`config.mk`:
```
export PLATFORM = sky130hd
export DESIGN_NAME = mem_arbiter
export DESIGN_NICKNAME = d
export VERILOG_FILES = /design/src/rtl/mem_arbiter.sv
export SDC_FILE = /design/constraint.sdc
export NUM_CORES = 1
export LEC_CHECK = 0
export ABC_AREA = 0
export CORE_AREA = 2 2 287 289
export DETAILED_ROUTE_END_ITERATION = 8
export DIE_AREA = 0 0 289 291
export PLACE_DENSITY = 0.48
export SYNTH_ARGS = -nofsm -noshare
export SYNTH_HDL_FRONTEND = slang
export SYNTH_SLANG_ARGS = --single-unit
```
`constraint.sdc`:
```
create_clock -name clk -period 2.9 [get_ports clk]
set_clock_uncertainty 0.05 [all_clocks]
set_input_delay 0.435 -clock clk [delete_from_list [all_inputs] [get_ports clk]]
set_output_delay 0.435 -clock clk [all_outputs]
set_load 0.02 [all_outputs]
```
`src/rtl/mem_arbiter.sv`:
```
// mem_arbiter: merges I-cache and D-cache 128-bit line requests onto one
// shared memory port. A request is sampled only in IDLE, latched at the
// grant edge, replayed to memory from the latched copy, and the memory's
// one-cycle ready is steered back only to the granted cache.
//
// Build option: define MEM_ARB_DCACHE_PRIORITY_EN to make the D-cache win
// every tie (fixed priority). Left undefined, ties go round-robin on a
// last-grant flop that starts at D so the I-cache wins the first tie.
module mem_arbiter #(
    parameter int ADDR_W = 28,
    parameter int LINE_W = 128
) (
    input  logic              clk,
    input  logic              proc_reset_n,
    // I-cache port
    input  logic              ic_mem_read,
    input  logic [ADDR_W-1:0] ic_mem_addr,
    output logic [LINE_W-1:0] ic_mem_rdata,
    output logic              ic_mem_ready,
    // D-cache port
    input  logic              dc_mem_read,
    input  logic              dc_mem_write,
    input  logic [ADDR_W-1:0] dc_mem_addr,
    input  logic [LINE_W-1:0] dc_mem_wdata,
    output logic [LINE_W-1:0] dc_mem_rdata,
    output logic              dc_mem_ready,
    // shared memory port
    output logic              mem_read,
    output logic              mem_write,
    output logic [ADDR_W-1:0] mem_addr,
    output logic [LINE_W-1:0] mem_wdata,
    input  logic [LINE_W-1:0] mem_rdata,
    input  logic              mem_ready,
    // status
    output logic              grant_id,
    output logic              busy
);

    typedef enum logic {
        IDLE  = 1'b0,
        SERVE = 1'b1
    } state_t;

    // One latched memory transaction; id 0 = I-cache, 1 = D-cache.
    typedef struct packed {
        logic              rd;
        logic              wr;
        logic              id;
        logic [ADDR_W-1:0] addr;
        logic [LINE_W-1:0] wdata;
    } req_t;

    state_t state_q;
    req_t   req_q;
    req_t   req_d;
    logic   ic_req;
    logic   dc_req;
    logic   win_dc;

`ifndef MEM_ARB_DCACHE_PRIORITY_EN
    logic   last_grant_q;
`endif

    assign ic_req = ic_mem_read;
    assign dc_req = dc_mem_read | dc_mem_write;

    // Pick the winner among the currently asserted requests.
    always_comb begin
`ifdef MEM_ARB_DCACHE_PRIORITY_EN
        // D-cache wins whenever it asks.
        win_dc = dc_req;
`else
        // Single requester wins; on a tie the port not granted last wins.
        win_dc = dc_req & (~ic_req | ~last_grant_q);
`endif
    end

    // Build the transaction to latch from the winning port.
    // A D-cache request with both read and write high is a write.
    always_comb begin
        req_d       = '0;
        req_d.id    = win_dc;
        req_d.wr    = win_dc & dc_mem_write;
        req_d.rd    = ~(win_dc & dc_mem_write);
        req_d.addr  = win_dc ? dc_mem_addr : ic_mem_addr;
        req_d.wdata = win_dc ? dc_mem_wdata : '0;
    end

    // Grant FSM: latch in IDLE, hold through SERVE until memory completes.
    always_ff @(posedge clk) begin
        if (!proc_reset_n) begin
            state_q      <= IDLE;
            req_q        <= '0;
`ifndef MEM_ARB_DCACHE_PRIORITY_EN
            last_grant_q <= 1'b1;
`endif
        end else begin
            case (state_q)
                IDLE: begin
                    if (ic_req | dc_req) begin
                        state_q      <= SERVE;
                        req_q        <= req_d;
`ifndef MEM_ARB_DCACHE_PRIORITY_EN
                        last_grant_q <= win_dc;
`endif
                    end
                end
                SERVE: begin
                    // Requester changes are ignored; only memory ends the beat.
                    if (mem_ready) begin
                        state_q <= IDLE;
                    end
                end
            endcase
        end
    end

    assign busy     = (state_q == SERVE);
    assign grant_id = req_q.id;
    assign mem_addr  = req_q.addr;
    assign mem_wdata = req_q.wdata;

    // Strobes drop in the completion cycle so memory sees no second request.
    assign mem_read  = busy & req_q.rd & ~mem_ready;
    assign mem_write = busy & req_q.wr & ~mem_ready;

    // Ready goes only to the granted cache; a reset edge swallows it.
    assign ic_mem_ready = proc_reset_n & busy & mem_ready & ~req_q.id;
    assign dc_mem_ready = proc_reset_n & busy & mem_ready &  req_q.id;

    // Read data is broadcast; ready alone tells a cache the data is its own.
    assign ic_mem_rdata = mem_rdata;
    assign dc_mem_rdata = mem_rdata;

endmodule

```
# After elaboration in Yosys (flattened, before gate mapping)
# Cells that the tools add are included.
word_totals:
  input_bits: 318
  output_inout_bits: 418
  register_bits: 161
  wordCells: 32
op_classes:
  n_bitwise: 19
  muxes: 5
  reduce_logical: 1
op_table:
  columns: ["op", "count"]
  rows:
  - ["$mux 128", 1]
  - ["$mux 28", 1]
  - ["$and 1x1->1", 10]
  - ["$not 1->1", 6]
  - ["$or 1x1->1", 3]
  - ["$mux 1", 2]
  - ["$pmux 1 s2", 1]
  - ["$reduce_and 2->1", 1]

# Longest topological paths before layout
# Gate-level depths: netlist of run 1.
depth:
  depth_word: 5
  mapped_depth: 7
  depth_no_buf: 3

# Worst setup path after synthesis of run 1
# OpenSTA, ideal clock, no wires.
synth_path:
  path_kind: "reg2out"
  from: "register state_q (netlist: busy)"
  to: "output dc_mem_ready"
  required_time_ps: 2415
  path_stages_with_launch: 7
  n_path_buf: 4
  t_arrival_ps: 1593
  slack_ps: 822
  path_cell_list: "dfxtp_1 -> buf_2 -> buf_2 -> buf_2 -> buf_2 -> nand3_1 -> nor2_1"
synth_via:
  elab_chain_cells: 3
synth_lines:
  columns: ["element", "line", "rtl"]
  rows:
  - ["from (decl)", "53", "state_t state_q;"]
  - ["from (signal assigned)", "92", "state_q <= IDLE;"]
  - ["from (signal assigned)", "101", "state_q <= SERVE;"]
  - ["from (signal assigned)", "111", "state_q <= IDLE;"]
  - ["$and 1x1->1 (3 in series)", "129", "assign dc_mem_ready = proc_reset_n & busy & mem_ready & req_q.id;"]
  - ["to (decl)", "26", "output logic dc_mem_ready,"]
# No other way between the ends.

# Final worst setup path of run 1
layout_path:
  from: "input mem_ready"
  to: "output dc_mem_ready"
layout_via:
  elab_chain_cells: 2
layout_lines:
  columns: ["element", "line", "rtl"]
  rows:
  - ["from (decl)", "33", "input logic mem_ready,"]
  - ["$and 1x1->1 (2 in series)", "129", null]
# No other way between the ends.

==> results.cfg, run 1 <==
[global_route]
gr-max-usage-layer = met2
gr-usage-all-layers_pct = 7.89
met1_usage_pct = 8.69
gr-usage-met2_pct = 11.4
grt_pass1_vias = 7379
grt_pass1_wl_mm = 48.4
overflow = 0
grt_max_degree = 162
grt_util_met3_pct = 4.34
antenna_found_initial = 2

[pwr]
power_density_mw_per_mm2 = 522
finalPower_mw = 6.31
cellLeakagePower_nw = 3.94
ir_drop_mv = 0.368

[sta]
period_share_pct = 82.7
finalHoldViolations = 0
fin_crit_ns = 2.40
setup_slack_ns = 0.500
fmax_mhz = 417
final_max_slew_viol_count = 0
slew-limit-headroom_pct = 43.3
grt_setup_unrepaired = false
tns_ns = 0
finalSetupViolations = 0
whs_ns = 0.420
worst_slew_pin_slew_ns = 0.851

[detailed_routing]
firstDrtPassIters = 4
drc_errors = 0
drt_iter0_markers = 320
drt_wl_total_mm = 33.9
routedWlPerCell_um = 16.0
vias_per_cell = 3.38
vias = 7179
postRouteAntennaNets = 0

[clock_tree]
cts_tree = built
cts_buffers = 17
h-tree-depth = 4
post_cts_buffers = 0
postCtsHoldBufs = 0
ctsResizeCount = 0
clk_path_buf_depth = 2
cts.sinks = 161
cts_root_buffer = clkbuf_16
insertion_delay_ns = 0.48
path_clk_slew_ns = 0.07

[synthesis]
synth-seq-cells = 161
synthCells = 1152
synth_top_area_share_pct = 32.4
synth.area.top_cells = dfxtp_1, buf_4, a21boi_0, nand3_1, o21ai_0
synth_fp_nets = 1470
netlist_area_mm2 = 0.00996
synth.largest_area_cell = dfxtp_1
seq_area_frac_synth_pct = 32.4
ys_types = 22
avgSynthCellArea_um2 = 8.65
yosysWarnings = 0

[floorplan]
die_w_um = 289
die_h_um = 291
io_pins = 736
initial_utilization_pct = 12.3
rows = 105
die_area_mm2 = 0.0841
coreArea_mm2 = 0.0812

[placement]
dp.cells = 2086
portBuffers = 351
hpwl_mm = 24.0
pre_cts_ws_ns = 0.354
routabilityCongestion = 0.712

[cells_and_area]
final-seq-area_mm2 = 0.00323
layout_common_cells = clkdlybuf4s50_1, dfxtp_1, nand3_1, o21ai_0, a21boi_0
layout_commonest_cell = clkdlybuf4s50_1
drive_above_1_share_pct = 5.53
nets = 1353
multi_input_comb_area_mm2 = 0.00318
fill_cells = 9182
areaGrowthSynthToFinish_pct = 21.4
finalNonFillerCells = 2121

[setup_path]
cp_max_fo = 2
path_class = in -> out
arrival_ns = 1.91
start_kind = input port
r2r_setup_slack_ns = 1.01
worstPathRequired_ns = 2.41
end_kind = output pin

[status]
outcome = finished, final reports clean

[job]
cap_violations = 0

[worst_hold_path]
hp-class = reg -> reg
-- Yosys cell counts --
library cell	instances
buf_6	3
inv_1	1
nand2_1	1
clkinv_1	1
o21a_1	1
a21boi_0	104
nor2_1	4
clkbuf_1	44
dfxtp_1	161
o21ai_0	131
buf_2	27
nor3_4	1
o311a_1	28
mux2_2	3
o21bai_1	28
and2_1	2
a21boi_1	26
o211a_1	1
mux2_1	25
a2bb2oi_4	1
buf_4	428
nand3_1	131
-- power by group --
part           switching (mW)  total (mW)  internal, mW
Combinational           0.704        1.40         0.698
Clock                    1.18        2.47          1.29
Sequential             0.0767        2.44          2.36
Total                    1.96        6.31          4.36
-- per-stage QoR --
step / cell area, um^2 / util (%)
after CTS: 12100 / 14.9
after global placement: 11500 / 14.2
after global routing: 12100 / 14.9
final: 12100 / 14.9
after detailed placement: 11500 / 14.2
after floorplan: 9960 / -
-- flip-flops by register name, summed over array words and instances, names as in the netlist --
name and flops:
last_grant_q 1, busy 1, req_q 2, mem_addr 28
mem_wdata 128, grant_id 1
-- layout make-up --
cell class                      count  area share, %
Sequential cell                   161           26.7
Inverter                            2         0.0828
Clock inverter                     15           1.40
Timing Repair Buffer              366           30.8
Antenna cell                        3         0.0621
Multi-Input combinational cell    487           26.3
Tap cell                         1070           11.1
Clock buffer                       17           3.52
-- path summary, 6_finish.rpt --
check | start | to | cells past startpoint
setup / recovery | mem_ready | dc_mem_ready | 4
hold reg to reg | mem_wdata[68]$_SDFFE_PN0P_ | mem_wdata[68]$_SDFFE_PN0P_ | 2
setup reg to reg | busy$_SDFF_PN0_ | mem_wdata[108]$_SDFFE_PN0P_ | 5
hold / removal | mem_wdata[68]$_SDFFE_PN0P_ | mem_wdata[68]$_SDFFE_PN0P_ | 2
-- kinds of logic (layout without fill, tap and decap cells) --
kind of cell	Yosys count	in the layout	share of synthesized area (%)
AO/OA/AOI/OAI	320	320	21.7
buffers and inverters	504	400	35.7
flip-flops	161	161	32.4
multiplexers	28	28	3.17
other	0	3	0
AND/OR/NAND/NOR	139	139	7.06
-- routing by layer --
layer  vias up  share of wire, %
met1      3342                40
met5         -              0.40
met4         4               5.1
met2       430                43
li1       3299                 -
met3       104                12
-- critical path, cell delays in order --
cell,delay (ns)
clkdlybuf4s50_1,0.49
nand3_1,0.21
nor2_1,0.15
clkdlybuf4s50_1,0.63
Power figures use the tool's default switching activity.
==> run 2, diff against run 1 <==
--- a/config.mk
+++ b/config.mk
@@ -9,7 +9,7 @@
 export CORE_AREA = 2 2 287 289
 export DETAILED_ROUTE_END_ITERATION = 8
 export DIE_AREA = 0 0 289 291
-export PLACE_DENSITY = 0.48
+export PLACE_DENSITY = 0.5
 export SYNTH_ARGS = -nofsm -noshare
 export SYNTH_HDL_FRONTEND = slang
 export SYNTH_SLANG_ARGS = --single-unit
==> constraint.sdc (replaced) <==
create_clock -name clk -period 2 [get_ports clk]
set_clock_uncertainty 0.05 [all_clocks]
set_input_delay 0.3 -clock clk [delete_from_list [all_inputs] [get_ports clk]]
set_output_delay 0.3 -clock clk [all_outputs]
set_load 0.02 [all_outputs]
==> results.cfg, run 2 (synthesis results as in run 1) <==
[sta]
period_share_pct = 92.8
slew-limit-headroom_pct = 50.5
final_max_slew_viol_count = 0
worst_slew_pin_slew_ns = 0.743
setup_slack_ns = 0.144
finalHoldViolations = 0
grt_setup_unrepaired = false
fmax_mhz = 539
finalSetupViolations = 0
tns_ns = 0
fin_crit_ns = 1.86

[detailed_routing]
drt_iter0_markers = 335
firstDrtPassIters = 5
postRouteAntennaNets = 0
vias = 7312
vias_per_cell = 3.41
drc_errors = 0
routedWlPerCell_um = 16.8
drt_wl_total_mm = 36.1

[job]
cap_violations = 0

[global_route]
grt_pass1_vias = 7515
gr-usage-all-layers_pct = 8.44
grt_max_degree = 131
overflow = 0
antenna_found_initial = 3
grt_pass1_wl_mm = 51.0

[clock_tree]
cts.sinks = 161
cts_tree = built
cts_buffers = 17
cts_root_buffer = clkbuf_16
clk_path_buf_depth = 2
insertion_delay_ns = 0.49
h-tree-depth = 4
path_clk_slew_ns = 0.09

[status]
outcome = finished, final reports clean

[setup_path]
worstPathRequired_ns = 1.65
critPathMaxStageDelay_ns = 0.39
end_kind = output pin
arrival_ns = 1.51
start_kind = register
path_cells = inv_4 > nor2_1 > and2_1 > dlygate4sd2_1
path_class = reg -> out
cp_max_fo = 2
slowest_stage = dfxtp_4

[floorplan]
die_area_mm2 = 0.0841
rows = 105
coreArea_mm2 = 0.0812
initial_utilization_pct = 12.3
io_pins = 736
die_w_um = 289
die_h_um = 291

[pwr]
cellLeakagePower_nw = 4.16
power_density_mw_per_mm2 = 730
ir_drop_mv = 0.529

[placement]
pre_cts_ws_ns = -0.130
routabilityCongestion = 0.781
hpwl_mm = 25.1
portBuffers = 351

[cells_and_area]
largest_reg_flops = 128
layout_common_cells = clkdlybuf4s50_1, dfxtp_1, o21ai_0, nand3_1, a21boi_0
drive_above_1_share_pct = 7.82
fill_cells = 9136
layout_commonest_cell = clkdlybuf4s50_1
areaGrowthSynthToFinish_pct = 24.7
nets = 1379

[worst_hold_path]
hp-class = in -> reg
[run 2: changes by cell type in the layout (fill, tap and decap cells not counted), sizes merged]
cell,previous run,this run
clkbuf,17,19
clkinv,2,4
clkinvlp,2,1
diode,3,1
bufbuf,0,3
clkdlybuf4s50,347,339
bufinv,2,0
dlygate4sd2,0,8
inv,11,10
buf,19,42
[run 2: critical path, delay by kind of cell (launching register included)]
kind                   cells  cell delay [ns]
buffers and inverters      2             0.38
and+or+nand+nor            2             0.24
DFF                        1             0.39
[run 2: worst paths after layout]
kind	cells past startpoint	start	slack, ns	endpoint
max	4	busy$_SDFF_PN0_	0.14	mem_write
min	3	proc_reset_n	0.29	mem_addr[24]$_SDFFE_PN0P_
max reg2reg	4	busy$_SDFF_PN0_	0.39	mem_addr[26]$_SDFFE_PN0P_
min reg2reg	2	mem_wdata[66]$_SDFFE_PN0P_	0.42	mem_wdata[66]$_SDFFE_PN0P_
[run 2: repair_timing]
action,CTS,global route
hold buffers,0,0
gates cloned,3,0
buffers inserted,0,4
setup endpoints to repair,10,2
gates resized for setup,14,1
[run 2: routing by layer]
metal  vias up  track usage (%)  share of wire, %
met3       124             4.98                13
met4         8             5.61               5.2
met5         -            0.814              0.32
met2       459             12.0                42
li1       3349                -                 -
met1      3372             9.32                39
[run 2: final cells by class]
class                      count  area [um^2]  share of cell area, %
antenna                        1         2.50                 0.0201
timing repair buffer         392         4080                   32.9
clock buffer                  19          443                   3.57
clock inverter                13          119                  0.957
multi-input combinational    487         3200                   25.7
tap                         1070         1340                   10.8
inverter                       2         10.0                 0.0806
sequential                   161         3230                   26.0
[run 2: metrics by stage]
stage	std cells	cell area [um^2]	utilization (%)	hold WS, ns	power, mW
4_1_cts	2141	12400	15.3	0.256	9.37
5_1_grt	2144	12400	15.3	0.282	9.58
3_5_place_dp	2106	11700	14.4	0.414	5.73
3_3_place_gp	2106	11700	14.4	0.407	5.70
2_1_floorplan	1152	9960	-	0.398	5.62
6_report	2145	12400	15.3	0.287	9.07
[run 2: power by group]
group          internal, mW  switching, mW
sequential             3.43          0.122
clock                  1.67           1.70
combinational          1.10           1.05
